--- src/rtl/mod_counter_pkg.sv ---
// Shared constants for the programmable-modulus counter cascade.
package mod_counter_pkg;

  localparam logic DIR_UP   = 1'b1;
  localparam logic DIR_DOWN = 1'b0;

  localparam int unsigned DEF_STAGES = 4;
  localparam int unsigned DEF_WIDTH  = 4;

endpackage

--- src/rtl/mod_counter_stage.sv ---
// One programmable-modulus digit: up/down step, clamped parallel load, terminal detect.
module mod_counter_stage
  import mod_counter_pkg::*;
#(
  parameter int unsigned WIDTH = DEF_WIDTH
) (
  input  logic             clk,
  input  logic             reset,
  input  logic             step,
  input  logic             up_down,
  input  logic             load,
  input  logic [WIDTH-1:0] load_value,
  input  logic [WIDTH-1:0] modulus,
  output logic [WIDTH-1:0] value,
  output logic             tc
);

  logic [WIDTH-1:0] value_q;
  logic [WIDTH-1:0] value_d;
  logic [WIDTH-1:0] top_val;
  logic             full_range;
  logic             out_of_range;
  logic             tc_up;
  logic             tc_down;

  // A zero modulus selects the full 0..2^WIDTH-1 range.
  assign full_range   = (modulus == '0);
  assign top_val      = full_range ? '1 : modulus - WIDTH'(1);
  assign out_of_range = !full_range && (value_q >= modulus);

  // Stale out-of-range values count as terminal so they wrap cleanly on the next step.
  assign tc_up   = (value_q >= top_val);
  assign tc_down = (value_q == '0) || out_of_range;
  assign tc      = (up_down == DIR_UP) ? tc_up : tc_down;
  assign value   = value_q;

  always_comb begin
    value_d = value_q;
    if (load) begin
      value_d = (full_range || (load_value < modulus)) ? load_value : '0;
    end else if (step) begin
      if (up_down == DIR_UP) begin
        value_d = tc_up ? '0 : value_q + WIDTH'(1);
      end else begin
        value_d = tc_down ? top_val : value_q - WIDTH'(1);
      end
    end
  end

  always_ff @(posedge clk) begin
    if (reset) begin
      value_q <= '0;
    end else begin
      value_q <= value_d;
    end
  end

endmodule

--- src/rtl/mod_counter_cascade.sv ---
// Chain of programmable-modulus digits with ripple enable and a registered full-wrap pulse.
module mod_counter_cascade
  import mod_counter_pkg::*;
#(
  parameter int unsigned STAGES = DEF_STAGES,
  parameter int unsigned WIDTH  = DEF_WIDTH
) (
  input  logic                    clk,
  input  logic                    reset,
  input  logic                    enable,
  input  logic                    up_down,
  input  logic                    load,
  input  logic [STAGES*WIDTH-1:0] load_value,
  input  logic [STAGES*WIDTH-1:0] modulus,
  output logic [STAGES*WIDTH-1:0] Q,
  output logic [STAGES-1:0]       stage_tc,
  output logic                    carry_out
);

  logic [STAGES-1:0] step;
  logic              advance;
  logic              carry_q;
  logic              carry_d;

  // Load has priority over counting, so no stage steps on a load edge.
  assign advance = enable && !load;

  for (genvar i = 0; i < STAGES; i++) begin : g_stage
    if (i == 0) begin : g_first
      assign step[i] = advance;
    end else begin : g_rest
      assign step[i] = step[i-1] && stage_tc[i-1];
    end

    mod_counter_stage #(
      .WIDTH(WIDTH)
    ) u_stage (
      .clk       (clk),
      .reset     (reset),
      .step      (step[i]),
      .up_down   (up_down),
      .load      (load),
      .load_value(load_value[i*WIDTH +: WIDTH]),
      .modulus   (modulus[i*WIDTH +: WIDTH]),
      .value     (Q[i*WIDTH +: WIDTH]),
      .tc        (stage_tc[i])
    );
  end

  assign carry_d   = advance && (&stage_tc);
  assign carry_out = carry_q;

  always_ff @(posedge clk) begin
    if (reset) begin
      carry_q <= 1'b0;
    end else begin
      carry_q <= carry_d;
    end
  end

endmodule

--- config.mk ---
export PLATFORM = sky130hd
export DESIGN_NAME = mod_counter_cascade
export DESIGN_NICKNAME = d
export VERILOG_FILES = /design/src/rtl/mod_counter_pkg.sv /design/src/rtl/mod_counter_stage.sv /design/src/rtl/mod_counter_cascade.sv
export SDC_FILE = /design/constraint.sdc
export NUM_CORES = 1
export LEC_CHECK = 0
export BUFFER_PORTS_ARGS = -buffer_cell sky130_fd_sc_hd__buf_4
export CORE_UTILIZATION = 50
export CTS_BUF_LIST = sky130_fd_sc_hd__clkbuf_16
export CTS_CLUSTER_DIAMETER = 120
export CTS_CLUSTER_SIZE = 16
export DETAILED_ROUTE_END_ITERATION = 6
export PLACE_DENSITY = 0.84
export SETUP_SLACK_MARGIN = 0.05
export SKIP_CTS_REPAIR_TIMING = 1
export SYNTH_ARGS = -nofsm -noshare
export SYNTH_HDL_FRONTEND = slang
export SYNTH_SLANG_ARGS = --single-unit
--- constraint.sdc ---
create_clock -name clk -period 3.35 [get_ports clk]
set_input_delay 0.67 -clock clk [delete_from_list [all_inputs] [get_ports clk]]
set_output_delay 0.67 -clock clk [all_outputs]
set_load 0.01 [all_outputs]
### Word-level counts from Yosys, hierarchy flattened

Cells that the tools add are included.
W data, S select, Z words.

* flip-flop bits (word level): 17
* bits of input ports: 37
* output and inout port bits: 21
* word-level logic and storage cells: 96

* $add $sub $neg: 12
* magnitude comparators: 12
* muxes and demuxes: 32
* reduce and logical (&&, ||, !) cells: 35

Operator list (number)
* $mux W4: 28
* $ge A4 B4 Y1: 8
* $logic_not A4 Y1: 8
* $sub A4 B1 Y4 const B: 8
* $add A4 B1 Y4 const B: 4
* $lt A4 B4 Y1: 4
* $logic_and A1 B1 Y1: 9
* $logic_or A1 B1 Y1: 8
* $reduce_bool A2 Y1: 4
* $logic_not A1 Y1: 5
* $mux W1: 4
* $reduce_and A4 Y1: 1

### Depth between registers and ports, before layout

Gate-level depths: netlist of the first run.

* word-level depth: 10
* mapped depth: 12
* gate-level depth less buffers: 12

### By module

Synthesis of the first run repeated with hierarchy kept, for this count alone.

* cell total of the unflattened synthesis: 370
* area, all modules: 3045.4 um^2

Modules (own cells, without submodules)
* mod_counter_stage: times used 4, cells each 91, area each 745.7 um^2, seq. area each 80.1 um^2
* mod_counter_cascade: times used 1, cells each 6, area each 62.6 um^2, seq. area each 20.0 um^2

### Worst setup path before layout of the first run

OpenSTA, ideal clock, no wires.

* path type: input -> output
* from: input port modulus[0]
* to: output port stage_tc[0]
* data arrival time: 2411 ps
* setup slack: 269 ps
* stages: 11
* path buffers: 1
* path through: inv_1 > ha_1 > nor2b_1 > nor3_1 > a21o_1 > ha_1 > or2_2 > a21oi_1 > nor2_1 > and2_1 > buf_4

* word-level cells in the longest chain between the ends: 5
* elaborated cells on any way between the ends: 9
* those cells by class: add/sub (1); order compare (2); mux (2); reduce/logical (4)

RTL lines
* from (decl): line mod_counter_cascade.sv:14 `input logic [STAGES*WIDTH-1:0] modulus,`
* branches (longest 4 deep; another with $sub A4 B1 Y4)
* $mux W1 (*): line mod_counter_stage.sv:34 `assign tc = (up_down == DIR_UP) ? tc_up : tc_down;`
* to (decl): line mod_counter_cascade.sv:16 `output logic [STAGES-1:0] stage_tc,`

Mark *: on every way between the ends.

### Worst setup path in the final report of the first run

Same ends and word-level chain as after synthesis.

==> results of run 1 <==
==> metrics by stage <==
step | total power (µW) | hold WS, ns | util [%] | instances | worst slack (ns)
after floorplan | 696 | 0.574 | - | 372 | 0.269
final | 1150 | 0.603 | 63.6 | 503 | 0.102
after CTS | 1140 | 0.603 | 63.0 | 501 | 0.0261
after detailed placement | 894 | 0.595 | 61.6 | 497 | 0.0276
after global routing | 1240 | 0.640 | 63.6 | 503 | 0.0142
after global placement | 876 | 0.587 | 61.6 | 497 | 0.113
==> tightest hold or removal path, delay by kind of cell (launching register included) <==
kind / cells / cell delay (ns)
AOI/OAI and AO/OA: 1 / 0.07
and+or+nand+nor: 1 / 0.12
DFF: 1 / 0.36
==> Yosys cell counts, types with 3 or more instances <==
master    count  area [µm²]
xnor2_1      10        87.6
a21o_1        9        67.6
a32oi_1       3        26.3
o211a_1       3        30.0
a21oi_1      27         135
clkbuf_1      6        22.5
o21a_1        4        30.0
nor3b_1       5        37.5
buf_4         4        30.0
nand3_1       8        40.0
a211oi_1      6        45.0
nand2_1      19        71.3
ha_1         59         738
o21bai_1      5        37.5
nand2b_1     12        75.1
a31oi_1       4        25.0
mux2i_1       8        80.1
or2_2         4        25.0
xor2_1        5        43.8
nor2_1       21        78.8
and2_1        3        18.8
nor2b_1       4        25.0
o21ai_0      18        90.1
dfxtp_1      17         340
o211ai_1      6        45.0
nor3_1       16        80.1
o22ai_1       3        18.8
a221oi_1      3        26.3
a311oi_1      8        70.1
or3b_2        4        35.0
inv_1        30         113
==> power breakdown <==
| part | switching (µW) | internal [µW] |
|---|---|---|
| sequential | 52.6 | 223 |
| combinational | 320 | 314 |
| clock | 84.2 | 160 |
==> layer usage <==
metal / GRT usage (%) / wire length, µm / up-vias
li1: - / - / 1506
met1: 32.3 / 3370 / 1369
met2: 45.4 / 3790 / 80
met3: 1.86 / 350 / 11
met4: 7.96 / 129 / 0
met5: 0 / 0 / -
==> cells by family (layout without fill, tap and decap cells) <==
kind of cell | after synthesis | count (layout) | synth area share (%)
AOI/OAI and AO/OA | 122 | 122 | 29.3
and+or+nand+nor | 106 | 106 | 19.6
adders and majority gates | 59 | 59 | 25.5
buffers and inverters | 45 | 104 | 6.65
DFF | 17 | 17 | 11.7
xor gates and xnor gates | 15 | 15 | 4.53
muxes | 8 | 8 | 2.76
==> worst min-delay path by stage <==
stage                                           start                           to  slack, ns  cells after the start
after floorplan           g_stage[3].u_stage.value[1]  g_stage[3].u_stage.value[1]       0.57                      2
after global placement    g_stage[3].u_stage.value[0]  g_stage[3].u_stage.value[0]       0.59                      2
after detailed placement  g_stage[3].u_stage.value[0]  g_stage[3].u_stage.value[0]       0.59                      2
after CTS                 g_stage[3].u_stage.value[0]  g_stage[3].u_stage.value[0]       0.60                      2
after global routing      g_stage[3].u_stage.value[0]  g_stage[3].u_stage.value[0]       0.64                      2
final                     g_stage[3].u_stage.value[0]  g_stage[3].u_stage.value[0]       0.60                      2
==> sequential cells by signal, indices dropped and copies added (netlist names) <==
| signal | flops |
|---|---|
| g_stage.u_stage.value | 16 |
| carry_out | 1 |
==> area by class of cell <==
type | count | area, µm² | area share, %
clock buffer | 3 | 75.1 | 2.13
clock inverter | 1 | 5.00 | 0.142
inverter | 32 | 120 | 3.41
multi-input combinational | 310 | 2380 | 67.6
sequential | 17 | 340 | 9.65
tap | 72 | 90.1 | 2.56
timing repair buffer | 68 | 510 | 14.5
==> summary.md, run 1 <==
| Metric | Value |
|---|---|
| Status | complete, no violations |
| Setup crit end | stage_tc[0] |
| Post-route cell area | 3530 µm² |
| All-layer global routing usage | 25.4% |
| Number of global-route vias before repair | 2771 |
| Crit Path Category | in -> out |
| Final min period | 3.25 ns |
| First drt pass iteration count | 4 |
| CTS tree | yes |
| Via count | 2966 |
| Final hold vios | 0 |
| Clock transition at path regs | 0.05 ns |
| Crit path max fanout | 5 |
| Most common cell after layout, fill and taps aside | buf_4 |
| FP Rows | 27 |
| Setup TNS | 0 ns |
| CP delay by family, top | simple AND/OR/NAND/NOR gates |
| Overflow after GRT | 0 |
| Cell Pwr Density | 327 nW/µm² |
| Largest net degree at the start of global routing | 24 |
| Die height | 78.1 µm |
| I/O Pins | 58 |
| Mapped Cells | 372 |
| Critical path origin | modulus[0] |
| Slew @ Worst Pin | 0.404 ns |
| Root Buffer | clkbuf_16 |
| Post-placement cell area | 3410 µm² |
| Startpoint types | input port |
| Seq cells post-synth | 17 |
| Initial core utilization | 52.3% |
| Top_reg_cell synth | dfxtp_1 |
| Slew HR | 73.0% |
| RSZ-0062 raised after global routing | yes |
| VDD IR max | 0.174 mV |
| Core ar. | 5540 µm² |
| DP HPWL | 6180 µm |
| Post-synth ARST share | 0% |
| WP data arrival | 2.58 ns |
| R2R Setup Slk | 0.71 ns |
| Most frequent cells in the layout | 68 x buf_4, 57 x ha_1, 26 x inv_1 |
| Critical path capture point type | output port |
| Post-synth EDFFs | 0 |
| Leakage | 0.00171 µW |
| Critical Path Stages | 12 |
| Seq/Total Area, Yosys | 11.7% |
| Antenna Nets Post-Route | 0 |
| Fill count | 482 |
| Clk buf depth | 2 |
| Synth unique cells | 58 |
| First-pass GRT wire length | 12700 µm |
| Final period util | 97.0% |
| Worst r2r src | g_stage[0].u_stage.value[0] |
| CTS sink cnt | 17 |
| Post-synthesis cell area | 2900 µm² |
| Wire per inst | 15.2 µm |
| DRC | 0 |
| Max Clock Skew | 0.00427 ns |
| Cell mode on critical path | buf_4 |
| Nets | 528 |
| Layout area overhead | 21.6% |
| Crit path cell chain | buf_4, inv_2, ha_2, nor2b_2, nor3_1, a21o_1, ha_1, or2_2, a21oi_1, nor2_1, and2_1, buf_4 |
| Clock Latency Late Sink | 0.25 ns |
| Reg2reg path depth | 9 |
| Port Buffers | 57 |
| Achievable frequency | 308 MHz |
| Synth warn | 0 |
| Inserted Clock Buffers | 3 |
| RePlAce Congestion | 0.877 |
| Htree depth | 1 |
| Worst R2R End | g_stage[2].u_stage.value[3] |
| Crit path max-delay cell type | ha_1 |
| Layout cells sized above 1 | 21.3% |
| Initial antenna violation count | 0 |
| Syn Nets | 468 |
| # setup viols final | 0 |
| Avg Inst Size Synth | 7.79 µm² |
| Max Slew Vio Count | 0 |
| Number of diodes | 0 |
| Routed vias/inst | 5.90 |
| Drt total wl | 7640 µm |
| Die Area | 6110 µm² |
| Max Cap Viol | 0 |
| Die width | 78.1 µm |
| Worst Path Required | 2.68 ns |
| Worst path bufs/invs | 3 |
| Hold WC Path Type | reg -> reg |
| Max stage delay on crit path | 0.28 ns |
| Initial DRC Count | 166 |
(Power assumes the default switching activity.)
==> run 2, diff against run 1 <==
REMOVE_ABC_BUFFERS = 1   (was default)
==> summary.md, run 2 (same netlist as run 1, synthesis figures left out) <==
| Metric | Value |
|---|---|
| Drt total wl | 8010 µm |
| Wire per inst | 15.9 µm |
| DRC | 0 |
| Worst path bufs/invs | 3 |
| Clk buf depth | 2 |
| Combinational power share | 55.7% |
| Port Buffers | 57 |
| Slew @ Worst Pin | 0.441 ns |
| Critical path origin | modulus[8] |
| Worst R2R End | g_stage[2].u_stage.value[0] |
| # setup viols final | 0 |
| Crit path max fanout | 5 |
| Post-route setup slack | 0.150 ns |
| Via count | 3094 |
| Htree depth | 1 |
| Antenna Nets Post-Route | 0 |
| I/O Pins | 58 |
| Most common cell after layout, fill and taps aside | buf_4 |
| Core ar. | 5540 µm² |
| Internal | 701 µW |
| Metal3 WL | 560 µm |
| Largest register FFs | 16 |
| Largest net degree at the start of global routing | 24 |
| Initial antenna violation count | 0 |
| Final hold vios | 0 |
| Min-delay src | g_stage[1].u_stage.value[0] |
| Crit path max-delay cell type | or3_4 |
| Top Layer Used | met4 |
| CTS sink cnt | 17 |
| Worst Path Required | 2.68 ns |
| Nets | 528 |
| Achievable frequency | 312 MHz |
| FP Rows | 27 |
| Initial DRC Count | 161 |
| Crit path cell chain | buf_4, inv_2, ha_2, nor2b_2, or3_4, nand2_1, ha_1, or2_4, a21oi_2, a21oi_2, o21a_1, buf_4 |
| Flop pwr share | 23.7% |
| Crit Path Category | in -> out |
| Status | complete, no violations |
| Cell Pwr Density | 327 nW/µm² |
| Layout cells sized above 1 | 23.0% |
| Root Buffer | clkbuf_16 |
| Switching Fraction | 39.9% |
| CP delay by family, top | simple AND/OR/NAND/NOR gates |
| Dpl cells | 497 |
| Initial core utilization | 52.3% |
| Most frequent cells in the layout | 68 x buf_4, 57 x ha_1, 25 x inv_1 |
| Worst r2r src | g_stage[0].u_stage.value[0] |
| Final period util | 95.5% |
| RePlAce Congestion | 0.929 |
| RSZ-0062 raised after global routing | no |
| Overflow after GRT | 0 |
| Critical path capture point type | output port |
| Pre-CTS WS | -0.0647 ns |
| Max Cap Viol | 0 |
| VDD IR max | 0.320 mV |
| Max Clock Skew | 0.00635 ns |
| Clock Latency Late Sink | 0.25 ns |
| Leakage | 0.00172 µW |
| Reg2reg path depth | 9 |
| DP HPWL | 6230 µm |
| Number of global-route vias before repair | 2908 |
| Min-Delay Path Depth | 2 |
| Die height | 78.1 µm |
| First-pass GRT wire length | 13300 µm |
| R2R Setup Slk | 0.64 ns |
| Slew HR | 70.5% |
| Layout area overhead | 23.0% |
| Wl on met1 | 3380 µm |
| Met2 WL post-DR | 3980 µm |
| Net switching power | 466 µW |
| Hold WC Path Type | reg -> reg |
| WP data arrival | 2.53 ns |
| Max Slew Vio Count | 0 |
| Die Area | 6110 µm² |
| Hold endpoint | g_stage[1].u_stage.value[0] |
| Power share of the clock group | 20.6% |
| Max stage delay on crit path | 0.38 ns |
| Fin util | 64.4% |
| Die width | 78.1 µm |
| First drt pass iteration count | 5 |
| Routed vias/inst | 6.15 |
| Clock transition at path regs | 0.05 ns |
| Non-filler cells, final | 503 |
| Inserted Clock Buffers | 3 |
| All-layer global routing usage | 26.5% |
| Number of diodes | 0 |
| Final min period | 3.20 ns |
| CTS tree | yes |
| Startpoint types | input port |
-- run 2: area by class of cell --
class	count	area, µm²
multi-input cells	310	2420
fillers	491	1970
repair buffers	68	510
flip-flops and latches	17	340
inverters	32	120
well taps	72	90.1
clock buffers	3	75.1
clock inverters	1	7.51
-- run 2: stage by stage --
step	TNS, ns	area, µm²	total power [µW]	hold WS, ns
5_1_grt	0	3570	1250	0.646
6_report	0	3570	1170	0.618
4_1_cts	-0.0758	3490	1130	0.611
3_3_place_gp	0	3410	865	0.584
3_5_place_dp	-0.175	3410	889	0.602
2_1_floorplan	0	2830	662	0.570
-- run 2: layer usage --
| layer | vias to the layer above | track usage (%) |
|---|---|---|
| li1 | 1509 | - |
| met4 | 0 | 5.37 |
| met3 | 10 | 3.26 |
| met1 | 1441 | 33.6 |
| met2 | 134 | 47.5 |
| met5 | - | 0 |
-- run 2: tightest hold or removal path: stages (launching register included) --
cell	delay (ns)
dfxtp_1	0.38
nor2_1	0.13
a311oi_1	0.06
-- run 2: power by group through the flow --
stage / Clock (µW) / Sequential [µW] / Combinational (µW)
6_report: 241 / 277 / 650
5_1_grt: 251 / 280 / 720
4_1_cts: 242 / 274 / 617
3_5_place_dp: 0 / 278 / 611
3_3_place_gp: 0 / 277 / 588
2_1_floorplan: 0 / 273 / 389
-- run 2: how the worst max path moves through the flow --
stage	end	slack, ns	cells past startpoint
after detailed placement	stage_tc[0]	-0.06	11
after CTS	stage_tc[0]	-0.08	11
final	stage_tc[2]	0.15	12
after floorplan	stage_tc[0]	0.37	10
after global placement	stage_tc[0]	0.11	12
after global routing	stage_tc[1]	0.06	10
==> run 3, diff against run 2 <==
CORE_MARGIN = 2   (was default)
==> summary.md, run 3 (same netlist as run 1, synthesis figures left out) <==
| Metric | Value |
|---|---|
| Final period util | 96.8% |
| Setup TNS | 0 ns |
| Antenna Nets Post-Route | 0 |
| Routed vias/inst | 6.03 |
| Clk buf depth | 2 |
| Die height | 80.1 µm |
| Clock transition at path regs | 0.05 ns |
| I/O Pins | 58 |
| Hold WC Path Type | reg -> reg |
| Most frequent cells in the layout | 68 x buf_4, 57 x ha_1, 27 x inv_1 |
| WP data arrival | 2.57 ns |
| Wire per inst | 15.2 µm |
| Critical path capture point type | output port |
| Leakage | 0.00171 µW |
| RePlAce Congestion | 0.924 |
| Slew @ Worst Pin | 0.421 ns |
| Worst Path Required | 2.68 ns |
| Max stage delay on crit path | 0.39 ns |
| Final hold vios | 0 |
| FP Rows | 27 |
| CTS tree | yes |
| VDD IR max | 0.218 mV |
| Max Slew Vio Count | 0 |
| Post-route setup slack | 0.109 ns |
| Crit path cell chain | buf_4, inv_2, ha_2, nor2b_1, or3_1, nand2_1, ha_1, or2_4, a21oi_2, a21oi_2, o21a_1, buf_4 |
| Cell Pwr Density | 326 nW/µm² |
| Largest net degree at the start of global routing | 24 |
| RSZ-0062 raised after global routing | yes |
| Layout area overhead | 22.0% |
| Achievable frequency | 308 MHz |
| DP HPWL | 6180 µm |
| Inserted Clock Buffers | 3 |
| Core ar. | 5540 µm² |
| Number of global-route vias before repair | 2890 |
| Crit path max-delay cell type | or3_1 |
| Max Clock Skew | 0.00326 ns |
| Most common cell after layout, fill and taps aside | buf_4 |
| Port Buffers | 57 |
| First-pass GRT wire length | 12900 µm |
| Total power | 1150 µW |
| Slew HR | 71.7% |
| DRC | 0 |
| Initial DRC Count | 195 |
| Drt total wl | 7650 µm |
| Startpoint types | input port |
| Die width | 80.1 µm |
| # setup viols final | 0 |
| Max Cap Viol | 0 |
| All-layer global routing usage | 24.4% |
| Pre-CTS WS | 0.00296 ns |
| Status | complete, no violations |
| Root Buffer | clkbuf_16 |
| Clock Latency Late Sink | 0.25 ns |
| Via count | 3032 |
| Htree depth | 1 |
| First drt pass iteration count | 6 |
| CTS sink cnt | 17 |
| Die Area | 6420 µm² |
| Nets | 528 |
| Number of diodes | 0 |
| Crit path max fanout | 5 |
| Layout cells sized above 1 | 21.6% |
| Initial core utilization | 52.3% |
| Final min period | 3.24 ns |
| Crit Path Category | in -> out |
| Largest register FFs | 16 |
| Initial antenna violation count | 0 |
| Overflow after GRT | 0 |
| Fin util | 63.8% |
run 3: cell counts in the layout (fill, tap and decap cells not counted):
No cell type changed its count.
run 3: power by group:
part           total [µW]  switching [µW]  leakage [µW]  internal (µW)
registers             276            52.2      0.000140            224
logic                 634             322       0.00153            312
clock network         243            82.0     0.0000371            161
run 3: layer usage:
layer  vias up  track usage, %  wire length, µm
met2       108            42.0             3710
li1       1512               -                -
met4         0            6.61              162
met1      1393            31.3             3260
met3        19            3.82              515
met5         -               0                0
run 3: through the flow:
stage	std cells	area (µm²)	hold WS (ns)
floorplan	359	2830	0.570
global placement	497	3410	0.586
detailed placement	497	3410	0.602
CTS	501	3490	0.610
global route	503	3540	0.646
finish	503	3540	0.611
run 3: final timing paths:
path | from | endpoint | slack [ns] | cells after the start
worst min register to register | g_stage[3].u_stage.value[0] | g_stage[3].u_stage.value[0] | 0.61 | 2
worst min-delay path | g_stage[3].u_stage.value[0] | g_stage[3].u_stage.value[0] | 0.61 | 2
worst max-delay path | modulus[8] | stage_tc[2] | 0.11 | 12
worst max register to register | g_stage[0].u_stage.value[0] | g_stage[2].u_stage.value[1] | 0.76 | 9
run 3: cell type report:
cell class / instances / area (µm²)
Multi-Input combinational cell: 310 / 2390
Fill cell: 507 / 2000
Timing Repair Buffer: 68 / 510
Sequential cell: 17 / 340
Inverter: 32 / 120
Tap cell: 72 / 90.1
Clock buffer: 3 / 75.1
Clock inverter: 1 / 7.51
run 3: worst max-delay path: cells and delay by family:
kind	cells	cell delay, ns
AOI/OAI and AO/OA	3	0.33
buffers and inverters	3	0.32
and+or+nand+nor	4	0.85
adders and majority gates	2	0.42
